--- src/rtl/seq_alu_muldiv_if.sv ---
`default_nettype none
// ============================================================================
// Module      : seq_alu_muldiv_if
// Description : Request/response bundle between operand source and ALU.
// Revision    : 1.0 - initial release
// ============================================================================
interface seq_alu_muldiv_if #(
    parameter int WIDTH = 16
);
    logic                 start;
    logic [3:0]           op_code;
    logic [WIDTH-1:0]     operand_a;
    logic [WIDTH-1:0]     operand_b;
    logic                 busy;
    logic                 done;
    logic [2*WIDTH-1:0]   result;
    logic [1:0]           err_code;

    modport master (
        output start, op_code, operand_a, operand_b,
        input  busy, done, result, err_code
    );

    modport slave (
        input  start, op_code, operand_a, operand_b,
        output busy, done, result, err_code
    );
endinterface
`default_nettype wire

--- src/rtl/seq_alu_muldiv.sv ---
`default_nettype none
// ============================================================================
// Module      : seq_alu_muldiv
// Description : Multi-cycle signed ALU: add/sub/shift-add mul/restoring div.
// Revision    : 1.0 - initial release
// ============================================================================
module seq_alu_muldiv #(
    parameter int WIDTH = 16
) (
    input  wire              clk,
    input  wire              rst_n,
    seq_alu_muldiv_if.slave  bus
);
    localparam int CW = $clog2(WIDTH);
    localparam logic [CW-1:0] c_CNT_LAST = CW'(WIDTH - 1);
    localparam logic [3:0] c_OP_ADD = 4'd0;
    localparam logic [3:0] c_OP_SUB = 4'd1;
    localparam logic [3:0] c_OP_MUL = 4'd2;
    localparam logic [3:0] c_OP_DIV = 4'd3;
    localparam logic [3:0] c_OP_MOD = 4'd4;
    localparam logic [1:0] c_ERR_OK   = 2'b00;
    localparam logic [1:0] c_ERR_OVF  = 2'b01;
    localparam logic [1:0] c_ERR_DIV0 = 2'b10;
    localparam logic [1:0] c_ERR_INV  = 2'b11;

    typedef enum logic [1:0] {ST_IDLE, ST_CALC, ST_FIX, ST_DONE} state_t;

    state_t              r_state;
    state_t              w_state_next;
    logic [3:0]          r_op;
    logic [WIDTH-1:0]    r_a;
    logic [WIDTH-1:0]    r_b;
    logic [CW-1:0]       r_cnt;
    logic [2*WIDTH-1:0]  r_acc;
    logic [WIDTH-1:0]    r_rem;
    logic [WIDTH-1:0]    r_quo;
    logic [2*WIDTH-1:0]  r_result;
    logic [1:0]          r_err;

    logic                w_accept;
    logic                w_skip_calc;
    logic [WIDTH-1:0]    w_a_mag;
    logic [WIDTH-1:0]    w_b_mag;
    logic [2*WIDTH-1:0]  w_mul_next;
    logic [WIDTH:0]      w_rem_sh;
    logic [WIDTH-1:0]    w_rem_sub;
    logic                w_q_bit;
    logic [2*WIDTH-1:0]  w_quo_ext;
    logic [2*WIDTH-1:0]  w_rem_ext;

    assign w_accept    = bus.start && (r_state == ST_IDLE || r_state == ST_DONE);
    // Divide-by-zero and invalid opcodes go straight to FIX to report the error.
    assign w_skip_calc = (bus.op_code > c_OP_MOD) ||
                         (((bus.op_code == c_OP_DIV) || (bus.op_code == c_OP_MOD)) &&
                          (bus.operand_b == '0));

    // Magnitude of -2^(W-1) is 2^(W-1), which still fits as an unsigned W-bit value.
    assign w_a_mag = r_a[WIDTH-1] ? (~r_a + 1'b1) : r_a;
    assign w_b_mag = r_b[WIDTH-1] ? (~r_b + 1'b1) : r_b;

    assign w_mul_next = {r_acc[2*WIDTH-2:0], 1'b0} +
                        (w_b_mag[r_cnt] ? {{WIDTH{1'b0}}, w_a_mag} : '0);

    // The partial remainder stays below |b| <= 2^(W-1), so W bits hold the difference.
    assign w_rem_sh  = {r_rem, w_a_mag[r_cnt]};
    assign w_q_bit   = (w_rem_sh >= {1'b0, w_b_mag});
    assign w_rem_sub = w_rem_sh[WIDTH-1:0] - w_b_mag;

    assign w_quo_ext = {{WIDTH{1'b0}}, r_quo};
    assign w_rem_ext = {{WIDTH{1'b0}}, r_rem};

    always_comb begin
        w_state_next = r_state;
        case (r_state)
            ST_IDLE, ST_DONE: begin
                if (w_accept)
                    w_state_next = w_skip_calc ? ST_FIX : ST_CALC;
                else
                    w_state_next = ST_IDLE;
            end
            ST_CALC: if (r_cnt == '0) w_state_next = ST_FIX;
            ST_FIX:  w_state_next = ST_DONE;
            default: w_state_next = ST_IDLE;
        endcase
    end

    always_ff @(posedge clk or negedge rst_n) begin
        if (!rst_n)
            r_state <= ST_IDLE;
        else
            r_state <= w_state_next;
    end

    always_ff @(posedge clk or negedge rst_n) begin
        if (!rst_n) begin
            r_op     <= '0;
            r_a      <= '0;
            r_b      <= '0;
            r_cnt    <= '0;
            r_acc    <= '0;
            r_rem    <= '0;
            r_quo    <= '0;
            r_result <= '0;
            r_err    <= c_ERR_OK;
        end else begin
            if (w_accept) begin
                r_op  <= bus.op_code;
                r_a   <= bus.operand_a;
                r_b   <= bus.operand_b;
                r_cnt <= (bus.op_code <= c_OP_SUB) ? '0 : c_CNT_LAST;
                r_acc <= '0;
                r_rem <= '0;
                r_quo <= '0;
            end else if (r_state == ST_CALC) begin
                if (r_cnt != '0)
                    r_cnt <= r_cnt - 1'b1;
                case (r_op)
                    c_OP_ADD: r_acc <= {{WIDTH{r_a[WIDTH-1]}}, r_a} + {{WIDTH{r_b[WIDTH-1]}}, r_b};
                    c_OP_SUB: r_acc <= {{WIDTH{r_a[WIDTH-1]}}, r_a} - {{WIDTH{r_b[WIDTH-1]}}, r_b};
                    c_OP_MUL: r_acc <= w_mul_next;
                    default: begin
                        r_rem <= w_q_bit ? w_rem_sub : w_rem_sh[WIDTH-1:0];
                        r_quo <= {r_quo[WIDTH-2:0], w_q_bit};
                    end
                endcase
            end else if (r_state == ST_FIX) begin
                case (r_op)
                    c_OP_ADD, c_OP_SUB: begin
                        r_result <= r_acc;
                        r_err    <= (r_acc[WIDTH] != r_acc[WIDTH-1]) ? c_ERR_OVF : c_ERR_OK;
                    end
                    c_OP_MUL: begin
                        r_result <= (r_a[WIDTH-1] ^ r_b[WIDTH-1]) ? (~r_acc + 1'b1) : r_acc;
                        r_err    <= c_ERR_OK;
                    end
                    c_OP_DIV, c_OP_MOD: begin
                        if (r_b == '0) begin
                            r_result <= '0;
                            r_err    <= c_ERR_DIV0;
                        end else if (r_op == c_OP_DIV) begin
                            r_result <= (r_a[WIDTH-1] ^ r_b[WIDTH-1]) ? (~w_quo_ext + 1'b1) : w_quo_ext;
                            r_err    <= c_ERR_OK;
                        end else begin
                            r_result <= r_a[WIDTH-1] ? (~w_rem_ext + 1'b1) : w_rem_ext;
                            r_err    <= c_ERR_OK;
                        end
                    end
                    default: begin
                        r_result <= '0;
                        r_err    <= c_ERR_INV;
                    end
                endcase
            end
        end
    end

    assign bus.busy     = (r_state == ST_CALC) || (r_state == ST_FIX);
    assign bus.done     = (r_state == ST_DONE);
    assign bus.result   = r_result;
    assign bus.err_code = r_err;
endmodule
`default_nettype wire

--- src/flat_wrapper.sv ---
// flat-port wrapper written by rule: the top's interface ports become plain ports
module seq_alu_muldiv_flat 
#(
    parameter int WIDTH = 16
)
  (clk, rst_n, bus_start, bus_op_code, bus_operand_a, bus_operand_b, bus_busy, bus_done, bus_result, bus_err_code);
  seq_alu_muldiv_if #(.WIDTH(WIDTH)) bus_i ();
  input  wire clk;
  input  wire rst_n;
  input wire logic [$bits(bus_i.start)-1:0] bus_start;
  input wire logic [$bits(bus_i.op_code)-1:0] bus_op_code;
  input wire logic [$bits(bus_i.operand_a)-1:0] bus_operand_a;
  input wire logic [$bits(bus_i.operand_b)-1:0] bus_operand_b;
  output wire logic [$bits(bus_i.busy)-1:0] bus_busy;
  output wire logic [$bits(bus_i.done)-1:0] bus_done;
  output wire logic [$bits(bus_i.result)-1:0] bus_result;
  output wire logic [$bits(bus_i.err_code)-1:0] bus_err_code;
  assign bus_i.start = bus_start;
  assign bus_i.op_code = bus_op_code;
  assign bus_i.operand_a = bus_operand_a;
  assign bus_i.operand_b = bus_operand_b;
  assign bus_busy = bus_i.busy;
  assign bus_done = bus_i.done;
  assign bus_result = bus_i.result;
  assign bus_err_code = bus_i.err_code;
  seq_alu_muldiv #(.WIDTH(WIDTH)) u_core (.clk(clk), .rst_n(rst_n), .bus(bus_i));
endmodule
--- config.mk ---
export PLATFORM = sky130hd
export DESIGN_NAME = seq_alu_muldiv_flat
export DESIGN_NICKNAME = d
export VERILOG_FILES = /design/src/rtl/seq_alu_muldiv_if.sv /design/src/rtl/seq_alu_muldiv.sv /design/src/flat_wrapper.sv
export SDC_FILE = /design/constraint.sdc
export NUM_CORES = 1
export LEC_CHECK = 0
export ABC_AREA = 1
export ABC_CLOCK_PERIOD_IN_PS = 7820
export BUFFER_PORTS_ARGS = -buffer_cell sky130_fd_sc_hd__buf_2
export CAP_MARGIN = 20
export CORE_MARGIN = 2
export CORE_UTILIZATION = 43
export DETAILED_ROUTE_END_ITERATION = 6
export HOLD_SLACK_MARGIN = 0.08
export PLACE_DENSITY_LB_ADDON = 0.12
export SLEW_MARGIN = 25
export SYNTH_ARGS = -nofsm -noshare
export SYNTH_HDL_FRONTEND = slang
export SYNTH_SLANG_ARGS = --single-unit
--- constraint.sdc ---
create_clock -name clk -period 7.82 [get_ports clk]
set_clock_uncertainty 0.1 [all_clocks]
set_input_delay 0.782 -clock clk [delete_from_list [all_inputs] [get_ports clk]]
set_output_delay 0.782 -clock clk [all_outputs]
set_load 0.02 [all_outputs]
==> results.md <==
* Weighted congestion at the end of routability-driven global placement at 0.947
* Total routed wirelength at 47.0 mm
* Maximum fanout count along the critical path at 31
* Post-Syn Area at 0.0132 mm²
* Number of violations of the max-capacitance limit at 0
* Clock latency of the later-clocked register in the worst-skew pair at 450 ps
* Global-route usage over all layers at 0.297
* Die width at 179 µm
* Fin nets at 2212
* Normalized max-slew margin at 0.315
* Die Area at 0.0321 mm²
* Kind of end point of the critical path: flip-flop
* Post-synthesis net count at 2188
* Mean instance size in the synthesized netlist at 6.37 µm²
* Syn. warnings at 0
* TritonCTS buffer count at 17
* Post-route worst setup slack at 3280 ps
* Buffers added on ports at 74
* CP required at 8050 ps
* Vias in the first global route at 12800
* Drt wl/cell at 18.8 µm
* Number of distinct standard cells referenced by the synthesized netlist at 56
* Final setup violation count at 0
* Total via count after detailed routing at 14000
* Unrepaired setup endpoints after global routing: no
* TritonCTS clock tree: done
* Total of hold buffers inserted after clock tree synthesis at 0
* Post-DRT Antenna Nets at 0
* Global-route congestion overflow total at 0
* Upper clock frequency limit at 0.220 GHz
* Floorplan die height at 179 µm
* Max Buffers Root-to-Sink at 2
* Starting DRT DRC Count at 1260
* H-tree depth at 4
* Count of final hold-check violations at 0
* Share of the cycle needed by the critical path after routing at 0.581
* Number of buffers added for setup after CTS at 0
* Number of antenna violations at the first check in global routing at 0
* Growth of design area from synthesis to finish at 9.21%
* Starting density of the core at 0.433
* Sequential share of the synthesized area at 0.266
* Classification of the worst setup path: reg -> reg
* Core Area at 0.0304 mm²
* Critical Path Source Type: flip-flop
* Maximum number of pins on one net before global-route repair at 75
* Clock root buffer master: clkbuf_16
* Clock-pin slew on the worst setup and hold paths at 60 ps
* Setup WS pre-CTS at 3310 ps
* Status: complete, no violations
* Final setup TNS at 0 ps
* Number of cells upsized or downsized after cts at 0
* Routed vias/inst at 5.60
* Arrival time of data at the critical path endpoint at 4770 ps
* Slew of the pin with the lowest slew margin at 1030 ps
* Synthesized flop and latch total at 140
* DRC violations left at 0
* Worst min-delay path category: in -> async
* Placement Rows at 64
* First-pass iteration count of the detailed router at 7
* Number of max-slew violations in the final report at 0
* Estimated wirelength of the detail-placed design at 36.6 mm
* Antenna diode instance count at 0
* TritonCTS Sinks at 140
* Post-Synthesis Cells at 2069
* Fraction of final layout cells sized beyond drive strength 1 at 0.0946
* Global-route wire length before repair at 72.3 mm
* I/O pins at 75
* Final core utilization at 0.473
* Final period demand of the worst path at 4540 ps
[critical path, stage by stage (launching register included)]
cell,delay [ps]
dfrtp_1,960
inv_1,550
or2_2,440
xor2_1,180
a21oi_1,80
o21ai_0,90
a31oi_1,90
o21ai_0,140
nand2_1,110
ha_1,240
fa_1,410
o21a_1,240
o21ai_1,190
nand2_1,70
nand2_1,90
a21oi_1,80
or2_0,200
nand4_1,70
nand3_1,70
[worst paths after layout]
kind | end | slack, ps | cells after the start | startpoint
max | u_core.r_rem[12] | 3280 | 18 | u_core.r_a[15]
min | u_core.bus.result[20] | 260 | 1 | rst_n
max reg2reg | u_core.r_rem[12] | 3280 | 18 | u_core.r_a[15]
min reg2reg | u_core.bus.result[27] | 370 | 2 | u_core.bus.result[27]
max in group asynchronous | u_core.r_b[5] | 6230 | 3 | rst_n
min in group clk | u_core.bus.result[27] | 370 | 2 | u_core.bus.result[27]
[sequential cells by signal (all words and copies together), names as in the netlist, 4 cells and up]
name,cells
u_core.r_cnt,4
u_core.r_op,4
u_core.bus.result,32
u_core.r_a,16
u_core.r_acc,32
u_core.r_rem,16
u_core.r_quo,16
u_core.r_b,16
[layout make-up]
class	count	area, µm²
Inverter	251	956
Tap cell	396	495
Timing Repair Buffer	83	464
Fill cell	3237	16000
Clock inverter	11	169
Sequential cell	140	3500
Multi-Input combinational cell	1600	8370
Clock buffer	19	443
[metal layers]
metal	global-route usage	wire, µm	up-vias
li1	-	-	6898
met1	0.399	21300	6517
met2	0.479	21500	506
met3	0.0426	2420	91
met4	0.117	1730	0
met5	0	0	-
[cell families after synthesis]
family	Yosys count	synth area share
flip-flops	140	0.266
buffers and inverters	329	0.0995
AO/OA/AOI/OAI	447	0.193
XOR/XNOR	38	0.0252
AND/OR/NAND/NOR	1035	0.338
adder cells (fa/ha/maj)	80	0.0782
[cell usage in the layout (no fill, tap or decap), types with 3 or more instances in the layout]
cell	synthesis	routed
nand4_1	18	18
or2_2	12	12
o21ai_1	20	20
nor2_1	188	188
ha_1	76	76
bufinv_16	0	4
dfrtp_1	140	140
buf_2	30	73
inv_2	16	16
nor3_1	37	37
nor2_2	3	3
nand2_1	557	557
a221oi_1	3	3
o21ai_0	171	171
o21a_1	3	3
clkbuf_16	0	17
o22ai_1	22	22
fa_1	4	4
nor4_1	11	11
o31ai_1	4	4
nand3_2	7	7
a211oi_1	3	3
a22oi_1	7	7
nand3_1	158	158
a21oi_2	4	4
nor3_2	9	9
nand2_2	26	26
o221ai_1	9	9
clkinv_2	0	3
buf_4	2	8
inv_1	233	233
a21oi_1	135	135
o21bai_1	6	6
o211ai_1	21	21
a31oi_1	15	15
xor2_1	24	24
a21o_1	13	13
xnor2_1	14	14
[synthesized netlist by cell type, drive strengths merged]
cell    number  area share
and2         1     0.00047
o31ai        4      0.0023
xor2        24       0.016
o211ai      21       0.012
nand3b       2      0.0011
nand2      583        0.17
clkbuf      38       0.011
o21ai      194       0.075
a21boi       3      0.0017
clkinv       1     0.00028
inv        249       0.071
a31oi       15      0.0071
a22oi        7      0.0040
ha          76       0.072
a21o        13      0.0074
xnor2       14      0.0093
nand4       18      0.0085
buf         40       0.016
o21a         3      0.0017
a32oi        1     0.00066
a221oi       3      0.0020
dfrtp      140        0.27
o21bai       6      0.0034
a21oi      141       0.056
a41oi        1     0.00066
bufinv       1      0.0013
a211oi       3      0.0017
o221ai       9      0.0060
nor3        47       0.022
o311ai       1     0.00066
o22ai       22       0.010
nor4        11      0.0052
fa           4      0.0061
nand3      165       0.065
nor2       194       0.058
or2         14      0.0066
[stage by stage]
| step | hold slack (ps) | cells | cell area, µm² |
|---|---|---|---|
| 2_1_floorplan | 376 | 2069 | 13200 |
| 3_3_place_gp | 358 | 2469 | 13800 |
| 3_5_place_dp | 362 | 2469 | 13800 |
| 4_1_cts | 280 | 2499 | 14400 |
| 5_1_grt | 323 | 2500 | 14400 |
| 6_report | 263 | 2500 | 14400 |
Power is left out: the tool's default activity adds up to more than one toggle a clock period on the data nets, which glitch-free logic cannot reach.
